### src/rtl/apb_intc_pkg.sv
// Shared constants for the APB interrupt controller: register offsets and
// CLAIM register field layout.
package apb_intc_pkg;

  localparam logic [3:0] OFF_PENDING = 4'h0;
  localparam logic [3:0] OFF_ENABLE  = 4'h4;
  localparam logic [3:0] OFF_MODE    = 4'h8;
  localparam logic [3:0] OFF_CLAIM   = 4'hC;

  localparam int CLAIM_VALID_BIT = 31;
  localparam int ID_W            = 5;

endpackage

### src/rtl/apb_intc_if.sv
// APB bus bundle used between a master and the interrupt controller.
// pdata is write data, prdata is read data; pstb carries byte write strobes.
interface apb_intc_if #(
  parameter int ADDR_WIDTH = 32,
  parameter int DATA_WIDTH = 32
);
  logic [ADDR_WIDTH-1:0] paddr;
  logic [DATA_WIDTH-1:0] pdata;
  logic [DATA_WIDTH-1:0] prdata;
  logic                  psel;
  logic                  penable;
  logic                  pwrite;
  logic [3:0]            pstb;
  logic                  pready;
  logic                  perr;

  modport master (
    output paddr, pdata, psel, penable, pwrite, pstb,
    input  prdata, pready, perr
  );

  modport slave (
    input  paddr, pdata, psel, penable, pwrite, pstb,
    output prdata, pready, perr
  );
endinterface

### src/rtl/apb_intc_prio_enc.sv
// Lowest-index-first priority encoder: index 0 wins. valid_o flags any request.
module apb_intc_prio_enc
  import apb_intc_pkg::*;
#(
  parameter int NUM_SRC = 8
) (
  input  logic [NUM_SRC-1:0] req_i,
  output logic               valid_o,
  output logic [ID_W-1:0]    id_o
);

  always_comb begin
    valid_o = |req_i;
    id_o    = '0;
    // Scan downwards so the last hit, i.e. the lowest set index, is kept.
    for (int i = NUM_SRC - 1; i >= 0; i--) begin
      if (req_i[i]) id_o = ID_W'(i);
    end
  end

endmodule

### src/rtl/apb_intc.sv
// APB interrupt controller: edge/level sources with enable, W1C pending, a
// claim register, and a registered CPU interrupt line with an unmaskable nmi.
module apb_intc
  import apb_intc_pkg::*;
#(
  parameter int                    ADDR_WIDTH = 32,
  parameter int                    DATA_WIDTH = 32,
  parameter int                    NUM_SRC    = 8,
  parameter logic [ADDR_WIDTH-1:0] BASE_ADDR  = 'h20000000
) (
  input  logic               pclk_i,
  input  logic               presetn_i,
  apb_intc_if.slave          pbus,
  input  logic [NUM_SRC-1:0] irq_src_i,
  input  logic               nmi_i,
  output logic               cpu_interrupt_o
);

  logic [NUM_SRC-1:0]    pending_q, pending_d;
  logic [NUM_SRC-1:0]    enable_q, enable_d;
  logic [NUM_SRC-1:0]    mode_q, mode_d;
  logic [NUM_SRC-1:0]    src_q;
  logic [DATA_WIDTH-1:0] prdata_q, prdata_d;
  logic                  pready_q;
  logic                  perr_q, perr_d;
  logic                  cpu_int_q;

  logic                  access, addr_ok, wr_ok, rd_ok;
  logic [3:0]            offset;
  logic [NUM_SRC-1:0]    wmask, wbits, set_edge, clr, claim_clr, claimable;
  logic                  claim_valid;
  logic [ID_W-1:0]       claim_id;
  logic                  unused_ok;

  assign access  = pbus.psel & pbus.penable & ~pready_q;
  assign addr_ok = (pbus.paddr[ADDR_WIDTH-1:4] == BASE_ADDR[ADDR_WIDTH-1:4]) &&
                   (pbus.paddr[1:0] == 2'b00);
  assign offset  = pbus.paddr[3:0];
  assign wr_ok   = access & addr_ok & pbus.pwrite;
  assign rd_ok   = access & addr_ok & ~pbus.pwrite;

  // Register bits at or above NUM_SRC do not exist; their write data is dropped.
  assign unused_ok = ^{pbus.pdata, pbus.pstb};

  for (genvar g = 0; g < NUM_SRC; g++) begin : g_mask
    assign wmask[g] = pbus.pstb[g/8];
  end
  assign wbits = pbus.pdata[NUM_SRC-1:0] & wmask;

  assign claimable = pending_q & enable_q;

  apb_intc_prio_enc #(.NUM_SRC(NUM_SRC)) u_prio_enc (
    .req_i   (claimable),
    .valid_o (claim_valid),
    .id_o    (claim_id)
  );

  // Clears only ever land on edge-mode bits; a same-cycle rising edge still wins.
  assign claim_clr = (rd_ok && offset == OFF_CLAIM && claim_valid) ?
                     ((NUM_SRC'(1) << claim_id) & mode_q) : '0;
  assign clr       = (((wr_ok && offset == OFF_PENDING) ? wbits : '0) & mode_q) | claim_clr;
  assign set_edge  = irq_src_i & ~src_q;
  assign pending_d = (mode_q & (set_edge | (pending_q & ~clr))) | (~mode_q & irq_src_i);

  assign enable_d = (wr_ok && offset == OFF_ENABLE) ? ((enable_q & ~wmask) | wbits) : enable_q;
  assign mode_d   = (wr_ok && offset == OFF_MODE)   ? ((mode_q & ~wmask) | wbits)   : mode_q;

  always_comb begin
    prdata_d = '0;
    perr_d   = 1'b0;
    if (access) begin
      perr_d = ~addr_ok;
      if (rd_ok) begin
        case (offset)
          OFF_PENDING: prdata_d = DATA_WIDTH'(pending_q);
          OFF_ENABLE:  prdata_d = DATA_WIDTH'(enable_q);
          OFF_MODE:    prdata_d = DATA_WIDTH'(mode_q);
          OFF_CLAIM: begin
            prdata_d[CLAIM_VALID_BIT] = claim_valid;
            prdata_d[ID_W-1:0]        = claim_id;
          end
          default: prdata_d = '0;
        endcase
      end
    end
  end

  always_ff @(posedge pclk_i or negedge presetn_i) begin
    if (!presetn_i) begin
      pending_q <= '0;
      enable_q  <= '0;
      mode_q    <= '0;
      src_q     <= '0;
      prdata_q  <= '0;
      pready_q  <= 1'b0;
      perr_q    <= 1'b0;
      cpu_int_q <= 1'b0;
    end else begin
      pending_q <= pending_d;
      enable_q  <= enable_d;
      mode_q    <= mode_d;
      src_q     <= irq_src_i;
      prdata_q  <= prdata_d;
      pready_q  <= access;
      perr_q    <= perr_d;
      cpu_int_q <= (|claimable) | nmi_i;
    end
  end

  assign pbus.prdata     = prdata_q;
  assign pbus.pready     = pready_q;
  assign pbus.perr       = perr_q;
  assign cpu_interrupt_o = cpu_int_q;

endmodule

### src/flat_wrapper.sv
// flat-port wrapper written by rule: the top's interface ports become plain ports
module apb_intc_flat import apb_intc_pkg::*;
#(
  parameter int                    ADDR_WIDTH = 32,
  parameter int                    DATA_WIDTH = 32,
  parameter int                    NUM_SRC    = 8,
  parameter logic [ADDR_WIDTH-1:0] BASE_ADDR  = 'h20000000
)
  (pclk_i, presetn_i, irq_src_i, nmi_i, cpu_interrupt_o, pbus_paddr, pbus_pdata, pbus_psel, pbus_penable, pbus_pwrite, pbus_pstb, pbus_prdata, pbus_pready, pbus_perr);
  apb_intc_if #(.ADDR_WIDTH(ADDR_WIDTH), .DATA_WIDTH(DATA_WIDTH)) pbus_i ();
  input  logic pclk_i;
  input  logic presetn_i;
  input  logic [NUM_SRC-1:0] irq_src_i;
  input  logic nmi_i;
  output logic cpu_interrupt_o;
  input wire logic [$bits(pbus_i.paddr)-1:0] pbus_paddr;
  input wire logic [$bits(pbus_i.pdata)-1:0] pbus_pdata;
  input wire logic [$bits(pbus_i.psel)-1:0] pbus_psel;
  input wire logic [$bits(pbus_i.penable)-1:0] pbus_penable;
  input wire logic [$bits(pbus_i.pwrite)-1:0] pbus_pwrite;
  input wire logic [$bits(pbus_i.pstb)-1:0] pbus_pstb;
  output wire logic [$bits(pbus_i.prdata)-1:0] pbus_prdata;
  output wire logic [$bits(pbus_i.pready)-1:0] pbus_pready;
  output wire logic [$bits(pbus_i.perr)-1:0] pbus_perr;
  assign pbus_i.paddr = pbus_paddr;
  assign pbus_i.pdata = pbus_pdata;
  assign pbus_i.psel = pbus_psel;
  assign pbus_i.penable = pbus_penable;
  assign pbus_i.pwrite = pbus_pwrite;
  assign pbus_i.pstb = pbus_pstb;
  assign pbus_prdata = pbus_i.prdata;
  assign pbus_pready = pbus_i.pready;
  assign pbus_perr = pbus_i.perr;
  apb_intc #(.ADDR_WIDTH(ADDR_WIDTH), .DATA_WIDTH(DATA_WIDTH), .NUM_SRC(NUM_SRC), .BASE_ADDR(BASE_ADDR)) u_core (.pclk_i(pclk_i), .presetn_i(presetn_i), .pbus(pbus_i), .irq_src_i(irq_src_i), .nmi_i(nmi_i), .cpu_interrupt_o(cpu_interrupt_o));
endmodule
### config.mk
export PLATFORM = sky130hd
export DESIGN_NAME = apb_intc_flat
export DESIGN_NICKNAME = d
export VERILOG_FILES = /design/src/rtl/apb_intc_pkg.sv /design/src/rtl/apb_intc_if.sv /design/src/rtl/apb_intc_prio_enc.sv /design/src/rtl/apb_intc.sv /design/src/flat_wrapper.sv
export SDC_FILE = /design/constraint.sdc
export NUM_CORES = 1
export LEC_CHECK = 0
export ABC_CLOCK_PERIOD_IN_PS = 6000
export CAP_MARGIN = 20
export CORE_ASPECT_RATIO = 1.4
export CORE_UTILIZATION = 44
export CTS_CLUSTER_DIAMETER = 30
export DETAILED_ROUTE_END_ITERATION = 12
export PLACE_DENSITY_LB_ADDON = 0.05
export RECOVER_POWER = 25
export SLEW_MARGIN = 10
export SYNTH_ARGS = -nofsm -noshare
export SYNTH_HDL_FRONTEND = slang
export SYNTH_HIERARCHICAL = 1
export SYNTH_SLANG_ARGS = --single-unit
### constraint.sdc
create_clock -name pclk_i -period 6 [get_ports pclk_i]
set_input_delay 0.6 -clock pclk_i [delete_from_list [all_inputs] [get_ports pclk_i]]
set_output_delay 0.6 -clock pclk_i [all_outputs]
set_load 0.02 [all_outputs]
Word level (Yosys, flattened, before mapping)
Index checks and enable logic that the tools add are counted.
{"block": "op_classes", "n_eq_ne": 4, "n_shift": 1, "muxes": 16, "bitwise_logic": 28, "reduce_logical": 9}
{"operator": "8-bit AND", "count": 10}
{"operator": "32-bit two-way mux", "count": 2}
{"operator": "8-bit bitwise OR", "count": 5}
{"operator": "5-bit two-way mux", "count": 7}
{"operator": "8-bit inverter", "count": 4}
{"operator": "28-bit by 26-bit == test with 1-bit output (second input constant)", "count": 1}
{"operator": "5-bit case mux with 4 select lines", "count": 1}
{"operator": "8-bit two-way mux", "count": 2}
{"operator": "3-bit case mux with 3 select lines", "count": 1}
{"operator": "4-bit == test (second input constant)", "count": 2}
{"operator": "8-bit OR reduction", "count": 1}
{"operator": "1-bit by 5-bit left shift with 8-bit output (first input constant)", "count": 1}
{"operator": "1-bit logical AND", "count": 6}
{"operator": "1-bit AND", "count": 5}
{"operator": "4-bit by 3-bit == test with 1-bit output (second input constant)", "count": 1}
{"operator": "4-bit logical NOT", "count": 1}
{"operator": "3-bit two-way mux", "count": 1}
{"operator": "1-bit inverter", "count": 3}
{"operator": "2-bit logical NOT", "count": 1}
{"operator": "1-bit two-way mux", "count": 2}
{"operator": "1-bit bitwise OR", "count": 1}
{"block": "totals", "regBits": 67, "in_bits": 82, "out_inout_bits": 35, "elab_cells": 66}

Depth between registers and ports, before layout
Gate-level depths: netlist of run 1.
{"block": "logic_depth", "ltp_word": 18, "depth_mapped": 9, "mapped_depth_nobuf": 8}

Modules after synthesis
Netlist of run 1, hierarchy kept.
{"module": "apb_intc", "instances": 1, "cells_per_inst": 221, "area_each_um2": 2346.0, "seq_area_each_um2": 1101.1}
{"module": "apb_intc_prio_enc", "instances": 1, "cells_per_inst": 16, "area_each_um2": 100.1, "seq_area_each_um2": 0.0}

Least setup slack after synthesis of run 1
OpenSTA, ideal clock, no wires.
{"block": "synth_timing", "path_kind": "in2reg", "start": "input pbus_paddr[5]", "end": "register (tool-made name)", "setup_ns": 0.125, "t_arrival_ns": 2.080, "setup_slack_ns": 3.795, "stages": 5, "n_path_buf": 1, "cell_sequence": "nor4_1 > nand4_1 > buf_6 > nor4_4 > mux2_2"}
{"item": "from (decl)", "line": "flat_wrapper.sv:16", "rtl": "input wire logic [$bits(pbus_i.paddr)-1:0] pbus_paddr;"}

==> impl_metrics.tcl, run 1 <==
set metrics [dict create \
    maxCapViolCount 1 \
    detail_route.iter0.violations 78 \
    cts.clk_slew.worst_paths_ps 80 \
    gp_congestion 0.784 \
    grt_pass1_vias 1851 \
    synth_edf_count 0 \
    ant_nets 0 \
    cp.arrival_ps 3540 \
    worst_pin_slew_ps 2260 \
    power.share.switching 0.243 \
    fin_cells 367 \
    critical_path.slowest_cell "nor4_4" \
    cts_tree "built" \
    finish.net_count 382 \
    min_to "u_core/pending_q[2]" \
    final.min_clock_period_ps 3360 \
    syn_area_mm2 0.00245 \
    min_path_type "register to register" \
    wl_per_cell_um 14.9 \
    post_cts_buffers 0 \
    critPathLaunchType "input pin" \
    clock-sinks 44 \
    syn_to_final_growth_pct 29.0 \
    max_freq_ghz 0.298 \
    critPathRequiredTime_ps 6180 \
    finalSetupTns_ps 0 \
    grt_pass1_wl_um 8930 \
    power_mw 0.577 \
    end_kind "register" \
    die_w_um 65.0 \
    rr_worst_depth 7 \
    rows 31 \
    path_max_fanout 20 \
    p_clk_frac 0.335 \
    holdWs_ps 524 \
    combPwrFrac 0.135 \
    dr_wl_met2_um 2900 \
    max-slew-margin-rel -0.504 \
    crit_type "input pin to register" \
    min_path_cells 3 \
    n_antenna_cell 0 \
    ios 117 \
    yosysSeqAreaShare 0.450 \
    fin_util 0.598 \
    worstSkewPairLatency_ps 300 \
    postPlaceCellArea_mm2 0.00304 \
    coreArea_mm2 0.00528 \
    status "finished, violations left" \
    final.setup.worst_slack_ps 2640 \
    wl_met1_um 2320 \
    viasPerCell 5.16 \
    power_switching_mw 0.140 \
    drive_gt1_frac 0.126 \
    hold_viol 0 \
    cpLargestDelayFamily "simple AND/OR/NAND/NOR gates" \
    htree_levels 2 \
    rsz0062_at_grt "no" \
    cts_hold_buffers 0 \
    cts-resized-gates 0 \
    dp_hpwl_um 3930 \
    synth_cell_types 39 \
    antenna_found_initial 0 \
    async_reset_ff_frac 1.00 \
    fin_skew_ps 10.6 \
    finalSetupViolCount 0 \
    powerDensity_mw_per_mm2 183 \
    timing.final.crit_share 0.560 \
    r2r-start "u_core/pending_q[4]" \
    top_layer "met4" \
    rrSetupSlack_ps 3780 \
    synth_cells 237 \
    p_int_mw 0.437 \
    min-delay-start "u_core/src_q[2]" \
    cts_buffers 5 \
    first_pass_iters 6 \
    grt_max_degree 45 \
    crit_path_cell_trace "clkdlybuf4s50_1 > nor4_1 > nand4_1 > nor4_4 > mux2_2" \
    place_inst 358 \
    ys_warn_count 6 \
    remaining_drc_errors 0 \
    seqPwrFrac 0.530 \
    wirelength_um 5470 \
    r2r_end "u_core/pending_q[5]" \
    synth_top_flop_cell "dfrtp_1" \
    stdcell_area_mm2 0.00315 \
    die_y_um 90.2 \
    cts_buffer_depth 2 \
    pre_cts_slack_ps 2230 \
    die_area_mm2 0.00587 \
    grtUsageTotal 0.198 \
    route.met3.wl_um 202 \
    cpPeakStageDelay_ps 990 \
    violations "capacitance limit, slew limit" \
    crit_buf_inv 1 \
    gr-total-overflow 0 \
    ys_seq_elements 44 \
    vias 1895 \
    numPortBuffers 66 \
    final_max_slew_viol_count 45 \
    vdd_drop_max_uv 155 \
    avgSynthCellArea_um2 10.3 \
    cts-root-buf "clkbuf_8" \
    start_util 0.464 \
    power_leakage_nw 1.37 \
]
-- cell usage in the layout, fill, tap and decap left out, drive strengths merged --
master | netlist | routed
o41ai | 1 | 1
and3b | 1 | 1
or4 | 2 | 2
nand4 | 3 | 3
or3 | 1 | 1
inv | 10 | 11
nor4 | 28 | 28
mux4 | 5 | 5
nand2 | 27 | 27
dfrtp | 44 | 44
o21ai | 1 | 1
nor2 | 10 | 10
dlygate4sd3 | 0 | 9
conb | 2 | 25
and2 | 9 | 9
a21oi | 4 | 4
o21bai | 1 | 1
o31ai | 8 | 8
nand3b | 4 | 4
nor4bb | 1 | 1
nor2b | 7 | 7
clkinv | 0 | 1
or4b | 1 | 1
or3b | 1 | 1
nor3 | 1 | 1
nor4b | 2 | 2
clkbuf | 6 | 7
nand3 | 4 | 4
buf | 29 | 2
and3 | 1 | 1
mux2i | 3 | 3
or2 | 2 | 2
mux2 | 16 | 16
clkdlybuf4s50 | 0 | 56
nand4b | 1 | 1
a21boi | 1 | 1
-- worst max path at each step --
stage	start	endpoint	slack, ps	cells after the start
floorplan	pbus_paddr[5]	register	3790	5
global placement	pbus_paddr[14]	register	2210	5
detailed placement	pbus_paddr[14]	register	2230	5
CTS	pbus_paddr[14]	register	2530	5
global route	pbus_paddr[18]	register	2400	5
finish	pbus_paddr[18]	register	2640	5
-- cells by family after synthesis --
kind of cell	synth area share
compound gates	0.0445
buf+inv	0.111
flops	0.450
mux	0.132
other cells	0.00307
simple gates	0.259
-- area by class of cell --
cell class | instances | area (um2)
fill | 501 | 2120
tap | 66 | 82.6
clock inverter | 2 | 13.8
multi-input combinational | 171 | 1160
clock buffer | 6 | 82.6
timing repair buffer | 68 | 677
sequential | 44 | 1100
inverter | 10 | 37.5
-- power by group through the flow --
stage | clock network, mW | logic, mW | registers (mW)
3_5_place_dp | 0 | 0.0792 | 0.312
3_3_place_gp | 0 | 0.0787 | 0.312
6_report | 0.194 | 0.0777 | 0.306
4_1_cts | 0.202 | 0.0795 | 0.306
5_1_grt | 0.216 | 0.0849 | 0.306
2_1_floorplan | 0 | 0.0420 | 0.312
-- synth_stat cells, drive strengths merged, types with 4 or more instances --
cell type   n  area share
inv        10       0.015
o31ai       8       0.025
nand2      27       0.041
nand3b      4       0.012
dfrtp      44        0.45
nand3       4      0.0082
mux4        5       0.046
buf        29       0.086
nor2b       7       0.018
nor4       28       0.086
nor2       10       0.015
a21oi       4      0.0082
mux2       16       0.074
clkbuf      6      0.0092
and2        9       0.023
-- per-layer routing --
layer,GRT usage,vias up
met5,0,-
met4,0.0562,0
met3,0.0406,4
met2,0.338,48
met1,0.249,924
li1,-,919
-- worst reg2reg max path: stages (launching register included) --
cell and delay [ps]:
dfrtp_1 410, and2_1 210, nor2_1 100, o21ai_0 80, a21boi_0 750, nand3b_1 200
nor4_1 60, o31ai_1 300
Power figures use the tool's default switching activity.
==> run 2, diff against run 1 <==
--- a/config.mk
+++ b/config.mk
@@ -5,10 +5,10 @@
 export SDC_FILE = /design/constraint.sdc
 export NUM_CORES = 1
 export LEC_CHECK = 0
-export ABC_CLOCK_PERIOD_IN_PS = 6000
+export ABC_CLOCK_PERIOD_IN_PS = 2750
 export CAP_MARGIN = 20
 export CORE_ASPECT_RATIO = 1.4
-export CORE_UTILIZATION = 44
+export CORE_UTILIZATION = 37
 export CTS_CLUSTER_DIAMETER = 30
 export DETAILED_ROUTE_END_ITERATION = 12
 export PLACE_DENSITY_LB_ADDON = 0.05
==> constraint.sdc (replaced) <==
create_clock -name pclk_i -period 2.75 [get_ports pclk_i]
set_input_delay 0.275 -clock pclk_i [delete_from_list [all_inputs] [get_ports pclk_i]]
set_output_delay 0.275 -clock pclk_i [all_outputs]
set_load 0.02 [all_outputs]
==> run 2 against run 1 <==
The flow finishes with violations (DRC). Largest power group unchanged. Largest cell class unchanged. Die area up 18%. Sequential power up 120%. Utilization is 7.7 points lower. Highest routed layer unchanged. Critical path type is now register to register.
==> impl_metrics.tcl, run 2 (synthesized netlist as in run 1, its figures left out) <==
set metrics [dict create \
    crit_type "register to register" \
    dp_hpwl_um 4380 \
    max_freq_ghz 0.471 \
    critical_path.slowest_cell "or3b_2" \
    violations "DRC" \
    wirelength_um 5810 \
    hold_viol 0 \
    timing.final.crit_share 0.773 \
    vias 1954 \
    worstSkewPairLatency_ps 300 \
    cts-root-buf "clkbuf_8" \
    r2r_end "u_core/pending_q[1]" \
    die_area_mm2 0.00695 \
    finalSetupViolCount 0 \
    stdcell_area_mm2 0.00328 \
    worst_pin_slew_ps 1030 \
    r2r-start "u_core/pending_q[4]" \
    holdWs_ps 520 \
    cts.clk_slew.worst_paths_ps 90 \
    clock-sinks 44 \
    rr_worst_depth 6 \
    n_antenna_cell 0 \
    crit_path_cell_trace "and2_1 > nor4_2 > and3b_1 > or3b_2 > nor4_1 > o31ai_1" \
    power_leakage_nw 1.43 \
    ios 117 \
    final_cell_mix "57 x clkdlybuf4s50_1, 44 x dfrtp_1, 27 x nand2_1, 25 x nor4_1, 25 x conb_1" \
    rrSetupSlack_ps 620 \
    remaining_drc_errors 15 \
    cp.arrival_ps 2310 \
    cts_buffer_depth 2 \
    powerDensity_mw_per_mm2 418 \
    syn_to_final_growth_pct 34.0 \
    rsz0062_at_grt "no" \
    min-delay-start "u_core/src_q[7]" \
    finalSetupTns_ps 0 \
    grt_pass1_wl_um 9500 \
    ant_nets 0 \
    critPathLaunchType "register" \
    max-slew-margin-rel 0.313 \
    coreArea_mm2 0.00630 \
    grt_pass1_vias 1907 \
    grtUsageTotal 0.178 \
    min_path_type "register to register" \
    min_path_cells 3 \
    viasPerCell 5.09 \
    cts_buffers 5 \
    final.min_clock_period_ps 2130 \
    cpPeakStageDelay_ps 480 \
    final_max_slew_viol_count 0 \
    layout_commonest_cell "clkdlybuf4s50_1" \
    vdd_drop_max_uv 215 \
    critPathRequiredTime_ps 2940 \
    grt_max_degree 45 \
    end_kind "register" \
    start_util 0.389 \
    die_w_um 70.7 \
    rows 34 \
    cts_tree "built" \
    postPlaceCellArea_mm2 0.00313 \
    finish.net_count 393 \
    gr-total-overflow 0 \
    antenna_found_initial 0 \
    status "finished, violations left" \
    cp-startpoint "u_core/pending_q[4]" \
    gp_congestion 0.811 \
    path_max_fanout 9 \
    htree_levels 2 \
    detail_route.iter0.violations 94 \
    min_to "u_core/pending_q[7]" \
    fin_skew_ps 12.8 \
    first_pass_iters 8 \
    wl_per_cell_um 15.1 \
    numPortBuffers 66 \
    die_y_um 98.2 \
    drive_gt1_frac 0.154 \
    maxCapViolCount 0 \
]
-- run 2: cell types whose count changed in the layout (fill, tap and decap cells not counted) --
cell | before | now
buf_4 | 1 | 11
buf_12 | 0 | 1
buf_8 | 1 | 0
bufinv_16 | 0 | 1
clkdlybuf4s50_1 | 56 | 57
clkinv_2 | 1 | 0
clkinv_4 | 0 | 1
inv_6 | 1 | 0
-- run 2: layout make-up --
type	count	area (um2)
Inverter	10	37.5
Timing Repair Buffer	79	767
Fill cell	595	3020
Multi-Input combinational cell	171	1160
Sequential cell	44	1100
Clock inverter	2	38.8
Clock buffer	6	82.6
Tap cell	72	90.1
-- run 2: stage by stage --
stage	setup slack (ps)	cells	util	total power, mW
floorplan	727	260	-	0.773
global placement	371	374	0.497	0.855
detailed placement	371	374	0.497	0.857
CTS	629	382	0.516	1.38
global route	433	384	0.520	1.43
finish	625	384	0.520	1.37
-- run 2: repair_timing --
action | 4_1_cts | 5_1_grt
setup buffers | 0 | 0
endpoints found under the hold margin | 0 | 17
gates resized for setup | 0 | 0
hold buffers | 0 | 1
-- run 2: worst max path at each step --
stage / slack (ps) / cells after the start / endpoint
floorplan: 730 / 7 / u_core/pending_q[1]
detailed placement: 370 / 6 / u_core/pbus.prdata[31]
CTS: 630 / 6 / u_core/pending_q[1]
global placement: 370 / 6 / register
global route: 430 / 6 / u_core/pending_q[1]
finish: 620 / 6 / u_core/pending_q[1]
-- run 2: routing by layer --
layer  vias to the layer above  GRT usage  wire, um
met5                         -          0         0
met4                         0     0.0554        70
met3                         6     0.0351       228
met2                        53      0.312      3180
met1                       949      0.217      2330
li1                        946          -         -
-- run 2: critical path: cells and delay by family, from the launching register on --
kind            cells  cell delay, ps
simple gates        5            1490
flops               1             410
compound gates      1             110
-- run 2: report_power, final --
part | internal (mW) | switching, mW | total, mW
registers | 0.661 | 0.00663 | 0.667
logic | 0.0930 | 0.0843 | 0.177
clock network | 0.297 | 0.227 | 0.525
==> run 3, diff against run 2 <==
--- a/config.mk
+++ b/config.mk
@@ -5,10 +5,10 @@
 export SDC_FILE = /design/constraint.sdc
 export NUM_CORES = 1
 export LEC_CHECK = 0
-export ABC_CLOCK_PERIOD_IN_PS = 2750
+export ABC_CLOCK_PERIOD_IN_PS = 2200
 export CAP_MARGIN = 20
 export CORE_ASPECT_RATIO = 1.4
-export CORE_UTILIZATION = 37
+export CORE_UTILIZATION = 41
 export CTS_CLUSTER_DIAMETER = 30
 export DETAILED_ROUTE_END_ITERATION = 12
 export PLACE_DENSITY_LB_ADDON = 0.05
==> constraint.sdc (replaced) <==
create_clock -name pclk_i -period 2.2 [get_ports pclk_i]
set_input_delay 0.22 -clock pclk_i [delete_from_list [all_inputs] [get_ports pclk_i]]
set_output_delay 0.22 -clock pclk_i [all_outputs]
set_load 0.02 [all_outputs]
==> run 3 against run 2 <==
The flow now finishes without violations. Cell count grew 2.1%. Maximum frequency is 3.0% higher. Critical path depth is the same. Critical path type unchanged.
==> impl_metrics.tcl, run 3 (synthesized netlist as in run 1, its figures left out) <==
set metrics [dict create \
    die_area_mm2 0.00628 \
    max-slew-margin-rel 0.364 \
    layout_commonest_cell "clkdlybuf4s50_1" \
    p_clk_frac 0.380 \
    rows 32 \
    worstSkewPairLatency_ps 300 \
    grtUsageTotal 0.196 \
    final.min_clock_period_ps 2060 \
    end_kind "register" \
    r2r_end "u_core/pending_q[1]" \
    die_y_um 93.4 \
    vdd_drop_max_uv 313 \
    max_freq_ghz 0.485 \
    maxCapViolCount 0 \
    wl_met1_um 2370 \
    grt_max_degree 23 \
    cts_buffers 5 \
    fin_skew_ps 8.02 \
    first_pass_iters 4 \
    path_max_fanout 6 \
    power.share.switching 0.229 \
    start_util 0.433 \
    grt_pass1_wl_um 9220 \
    route.met3.wl_um 151 \
    seqPwrFrac 0.489 \
    cts_buffer_depth 2 \
    r2r-start "u_core/pending_q[5]" \
    powerDensity_mw_per_mm2 508 \
    dr_wl_met2_um 3160 \
    cts_tree "built" \
    antenna_found_initial 0 \
    crit_type "register to register" \
    critPathRequiredTime_ps 2390 \
    status "completed" \
    critPathLaunchType "register" \
    cts.clk_slew.worst_paths_ps 90 \
    rr_worst_depth 6 \
    die_w_um 67.3 \
    detail_route.iter0.violations 103 \
    drive_gt1_frac 0.191 \
    clock-sinks 44 \
    p_int_mw 1.32 \
    rrSetupSlack_ps 140 \
    final_max_slew_viol_count 0 \
    gp_congestion 0.863 \
    n_antenna_cell 0 \
    grt_pass1_vias 1959 \
    remaining_drc_errors 0 \
    ant_nets 0 \
    cp-startpoint "u_core/pending_q[5]" \
    power_switching_mw 0.391 \
    syn_to_final_growth_pct 37.3 \
    place_inst 383 \
    vias 2011 \
    min_path_type "input pin to asynchronous set/reset pin" \
    ios 117 \
    power_leakage_nw 1.48 \
    top_layer "met4" \
    rsz0062_at_grt "no" \
    timing.final.crit_share 0.938 \
    gr-total-overflow 0 \
    cts-root-buf "clkbuf_8" \
    dp_hpwl_um 4490 \
    coreArea_mm2 0.00565 \
    htree_levels 2 \
    cp.arrival_ps 2250 \
    holdWs_ps 297 \
    finalSetupViolCount 0 \
    finish.net_count 405 \
    fin_cells 392 \
    combPwrFrac 0.131 \
    final_cell_mix "57 x clkdlybuf4s50_1, 44 x dfrtp_1, 27 x nand2_1, 25 x conb_1" \
    numPortBuffers 66 \
    wirelength_um 5770 \
    worst_pin_slew_ps 953 \
    wl_per_cell_um 14.7 \
    viasPerCell 5.13 \
    hold_viol 0 \
]
[run 3: final cells by class]
class                   instances  area (um2)
fillers                       521        2290
multi-input cells             171        1170
flip-flops and latches         44        1100
repair buffers                 91         841
well taps                      68        85.1
clock buffers                   6        82.6
clock inverters                 2        38.8
inverters                      10        37.5
[run 3: metal layers]
metal | vias to the layer above | track usage
met2 | 43 | 0.336
met1 | 989 | 0.236
met3 | 7 | 0.0366
li1 | 972 | -
met4 | 0 | 0.0780
met5 | - | 0
[run 3: worst max path at each step]
stage                                endpoint  cells after the start  slack (ps)
final                     u_core/pending_q[1]                      6         140
after detailed placement             register                      7         -40
after global routing      u_core/pending_q[1]                      6          30
after CTS                 u_core/pending_q[1]                      6          70
after global placement               register                      7         -50
after floorplan           u_core/pending_q[1]                      7         180
[run 3: power by group through the flow]
| stage | Combinational, mW | Clock, mW | Sequential (mW) |
|---|---|---|---|
| 6_report | 0.224 | 0.649 | 0.834 |
| 5_1_grt | 0.245 | 0.700 | 0.836 |
| 4_1_cts | 0.230 | 0.672 | 0.834 |
| 3_5_place_dp | 0.228 | 0 | 0.850 |
| 3_3_place_gp | 0.226 | 0 | 0.849 |
| 2_1_floorplan | 0.115 | 0 | 0.852 |
[run 3: stage by stage]
stage / power [mW] / util / cell area (um2) / setup TNS, ps / worst slack (ps)
finish: 1.71 / 0.595 / 3360 / 0 / 137
global route: 1.78 / 0.595 / 3360 / 0 / 31.9
CTS: 1.74 / 0.594 / 3350 / 0 / 70.8
detailed placement: 1.08 / 0.570 / 3220 / -379 / -35.7
global placement: 1.08 / 0.570 / 3220 / -453 / -45.7
floorplan: 0.967 / - / 2530 / 0 / 177
[run 3: timing repair]
| item | in CTS | in global routing |
|---|---|---|
| buffers inserted | 0 | 0 |
| gates resized for setup | 0 | 3 |
| hold buffers | 1 | 0 |
| endpoints found under the setup margin | 0 | 2 |
| hold endpoints to repair | 34 | 0 |
[run 3: worst max-delay path, cell delays in order (launching register included)]
cell and delay, ps:
dfrtp_1 390, and2_1 220, nor4_2 320, and3b_2 280, or3b_2 480, nor4_2 160, o31ai_1 100
==> variant: new RTL, settings of run 2 <==
`ADDR_WIDTH` is set to 32 in 3 places; all go to 48.
--- a/src/rtl/apb_intc_if.sv
+++ b/src/rtl/apb_intc_if.sv
@@ -1,7 +1,7 @@
 // APB bus bundle used between a master and the interrupt controller.
 // pdata is write data, prdata is read data; pstb carries byte write strobes.
 interface apb_intc_if #(
-  parameter int ADDR_WIDTH = 32,
+  parameter int ADDR_WIDTH = 48,
   parameter int DATA_WIDTH = 32
 );
   logic [ADDR_WIDTH-1:0] paddr;
--- a/src/rtl/apb_intc.sv
+++ b/src/rtl/apb_intc.sv
@@ -3,7 +3,7 @@
 module apb_intc
   import apb_intc_pkg::*;
 #(
-  parameter int                    ADDR_WIDTH = 32,
+  parameter int                    ADDR_WIDTH = 48,
   parameter int                    DATA_WIDTH = 32,
   parameter int                    NUM_SRC    = 8,
   parameter logic [ADDR_WIDTH-1:0] BASE_ADDR  = 'h20000000
--- a/src/flat_wrapper.sv
+++ b/src/flat_wrapper.sv
@@ -1,7 +1,7 @@
 // flat-port wrapper written by rule: the top's interface ports become plain ports
 module apb_intc_flat import apb_intc_pkg::*;
 #(
-  parameter int                    ADDR_WIDTH = 32,
+  parameter int                    ADDR_WIDTH = 48,
   parameter int                    DATA_WIDTH = 32,
   parameter int                    NUM_SRC    = 8,
   parameter logic [ADDR_WIDTH-1:0] BASE_ADDR  = 'h20000000
Ports: changed (resized pbus_paddr); port bits go from 117 to 133. No check against the original RTL was run, so the function may have changed too.
==> variant against run 2 <==
The run still ends with design-rule violations left. Register-to-register slack got worse by 0.09 ns. Worst hold slack hardly changed. Worst setup slack lost 0.12 ns. Wire length increased by 3.5%. Total power up 3.0%. Sequential cell count unchanged. Synthesized area fell by 0.61%. Final area is 5.9% higher. Largest cell class unchanged. Largest power group unchanged. Highest routed layer unchanged.
==> variant: results (changes against run 2) <==
Status
  • Failing checks: design-rule violations
  • Run status: finished, violations left

Route
  • DRC errors left: 4 (-11)
  • DR iter-0 viols: 103 (+9.6%)
  • Via count: 2,086 (+6.8%)
  • Routed WL per cell: 14.9 um (-1.4%)

Synth
  • Synth cell count leaders: dfrtp_1, buf_4, nand2_1, nor2_1, nand4_1
  • Synth area leaders: dfrtp_1, buf_4, mux2_4
  • Syn Inst Count: 231 (-2.5%)
  • Register area share after synthesis: 45.3% (+0.28 points)
  • Post-synthesis cell type count: 40 (+2.6%)

Critical path
  • Worst Path Arrival: 2.43 ns (+0.12 ns)
  • Critical-path top delay cell: or4_1
  • Worst-path maximum fanout: 4 (-5)
  • Reg-to-reg slack, setup: 0.53 ns (-0.09 ns)
  • Slowest Stage Delay on Critical Path: 0.51 ns (+0.03 ns)

Final layout
  • Nets@finish: 428 (+8.9%)
  • Layout cell share with drive strength beyond 1: 16.0% (+0.63 points)
  • Final Non-Filler Cells: 403 (+4.9%)

STA
  • Rel. slew slack: 47.9% (+17 points)
  • Skew final: 0.00499 ns (-0.00778 ns)
  • Period utilization: 81.7% (+4.4 points)

Global routing
  • Initial antenna violation count: 0 (unchanged)
  • First-pass GRT wire length: 9760 um (+2.8%)
  • Total Routing Usage GR: 18.1% (+0.38 points)

Placed design
  • Input/output buffers: 82 (+24%)
  • Placer congestion estimate: 0.867 (+6.9%)
  • Post-DP Area: 3330 um2 (+6.5%)
  • Post-DP HPWL: 4740 um (+8.2%)
  • Placed Cells: 393 (+5.1%)
  • Post-place setup slack: 0.128 ns (-0.244 ns)

Power and ir drop
  • Lkg Pwr: 1.52 nW (+5.9%)
  • Worst vdd ir: 0.000195 V (-9.0%)

Hold path
  • Hold Path Class: flip-flop to flip-flop

Clock network
  • Resized cells post-CTS: 0 (unchanged)
==> variant: cell count changes after synthesis, sizes merged, moves of 3 or more <==
| cell | change |
|---|---|
| nand3 | -3 |
| nor2 | +7 |
| and3 | +5 |
| nand4 | +9 |
| nor2b | -5 |
| o31ai | -8 |
| nand2 | -6 |
| inv | -7 |
| o311ai | +8 |
| or4 | +4 |
| nor4 | -15 |
| o21ai | +8 |
| nor3 | +4 |
| nand3b | -4 |
==> variant: layout make-up <==
| class | instances | area (um2) |
|---|---|---|
| clock inverter | 1 | 30.0 |
| multi-input combinational | 175 | 1180 |
| inverter | 3 | 11.3 |
| sequential | 44 | 1100 |
| timing repair buffer | 101 | 957 |
| tap | 72 | 90.1 |
| fill | 598 | 2830 |
| clock buffer | 7 | 96.3 |
==> variant: power by group <==
part / leakage, nW / internal (mW) / total, mW / switching, mW
combinational: 0.880 / 0.113 / 0.205 / 0.0916
clock: 0.0645 / 0.321 / 0.537 / 0.217
sequential: 0.574 / 0.661 / 0.667 / 0.00680
==> variant: layer usage <==
| layer | routed length [um] | up-vias | share of wire, % | GRT usage (%) |
|---|---|---|---|---|
| met5 | 0 | - | 0 | 0 |
| met4 | 107 | 0 | 1.8 | 6.28 |
| met3 | 392 | 10 | 6.5 | 2.68 |
| met2 | 3080 | 105 | 51 | 32.3 |
| met1 | 2430 | 974 | 40 | 22.1 |
| li1 | - | 997 | - | - |
==> variant: worst min-delay path, stage by stage (launching register included) <==
cell and delay (ns):
dfrtp_1 0.33, nand2_1 0.05, nand2_1 0.06, o21ai_1 0.05
==> variant: final timing paths <==
check	startpoint	endpoint	cells after the start
max in group asynchronous	presetn_i	async pin	3
setup reg to reg	u_core/pending_q[6]	u_core/pending_q[1]	8
hold / removal	u_core/src_q[0]	u_core/pending_q[0]	3
min in group asynchronous	presetn_i	u_core/pending_q[3]	2
hold reg to reg	u_core/src_q[0]	u_core/pending_q[0]	3
setup / recovery	pbus_paddr[9]	flip-flop	7
==> variant: through the flow <==
step                      util, %  hold WS, ns
after floorplan                 -      -0.0206
after detailed placement     52.9        0.498
final                        55.1        0.520
after CTS                    54.9        0.177
after global placement       52.9        0.487
after global routing         55.1        0.543
==> variant: logic make-up (layout without fill, tap and decap cells) <==
| group | after synthesis | count (layout) | synth area share [%] |
|---|---|---|---|
| AOI/OAI and AO/OA | 25 | 25 | 6.85 |
| other | 2 | 25 | 0.309 |
| muxes | 24 | 24 | 14.5 |
| buffers and inverters | 35 | 112 | 9.57 |
| DFF | 44 | 44 | 45.3 |
| and+or+nand+nor | 101 | 101 | 23.5 |
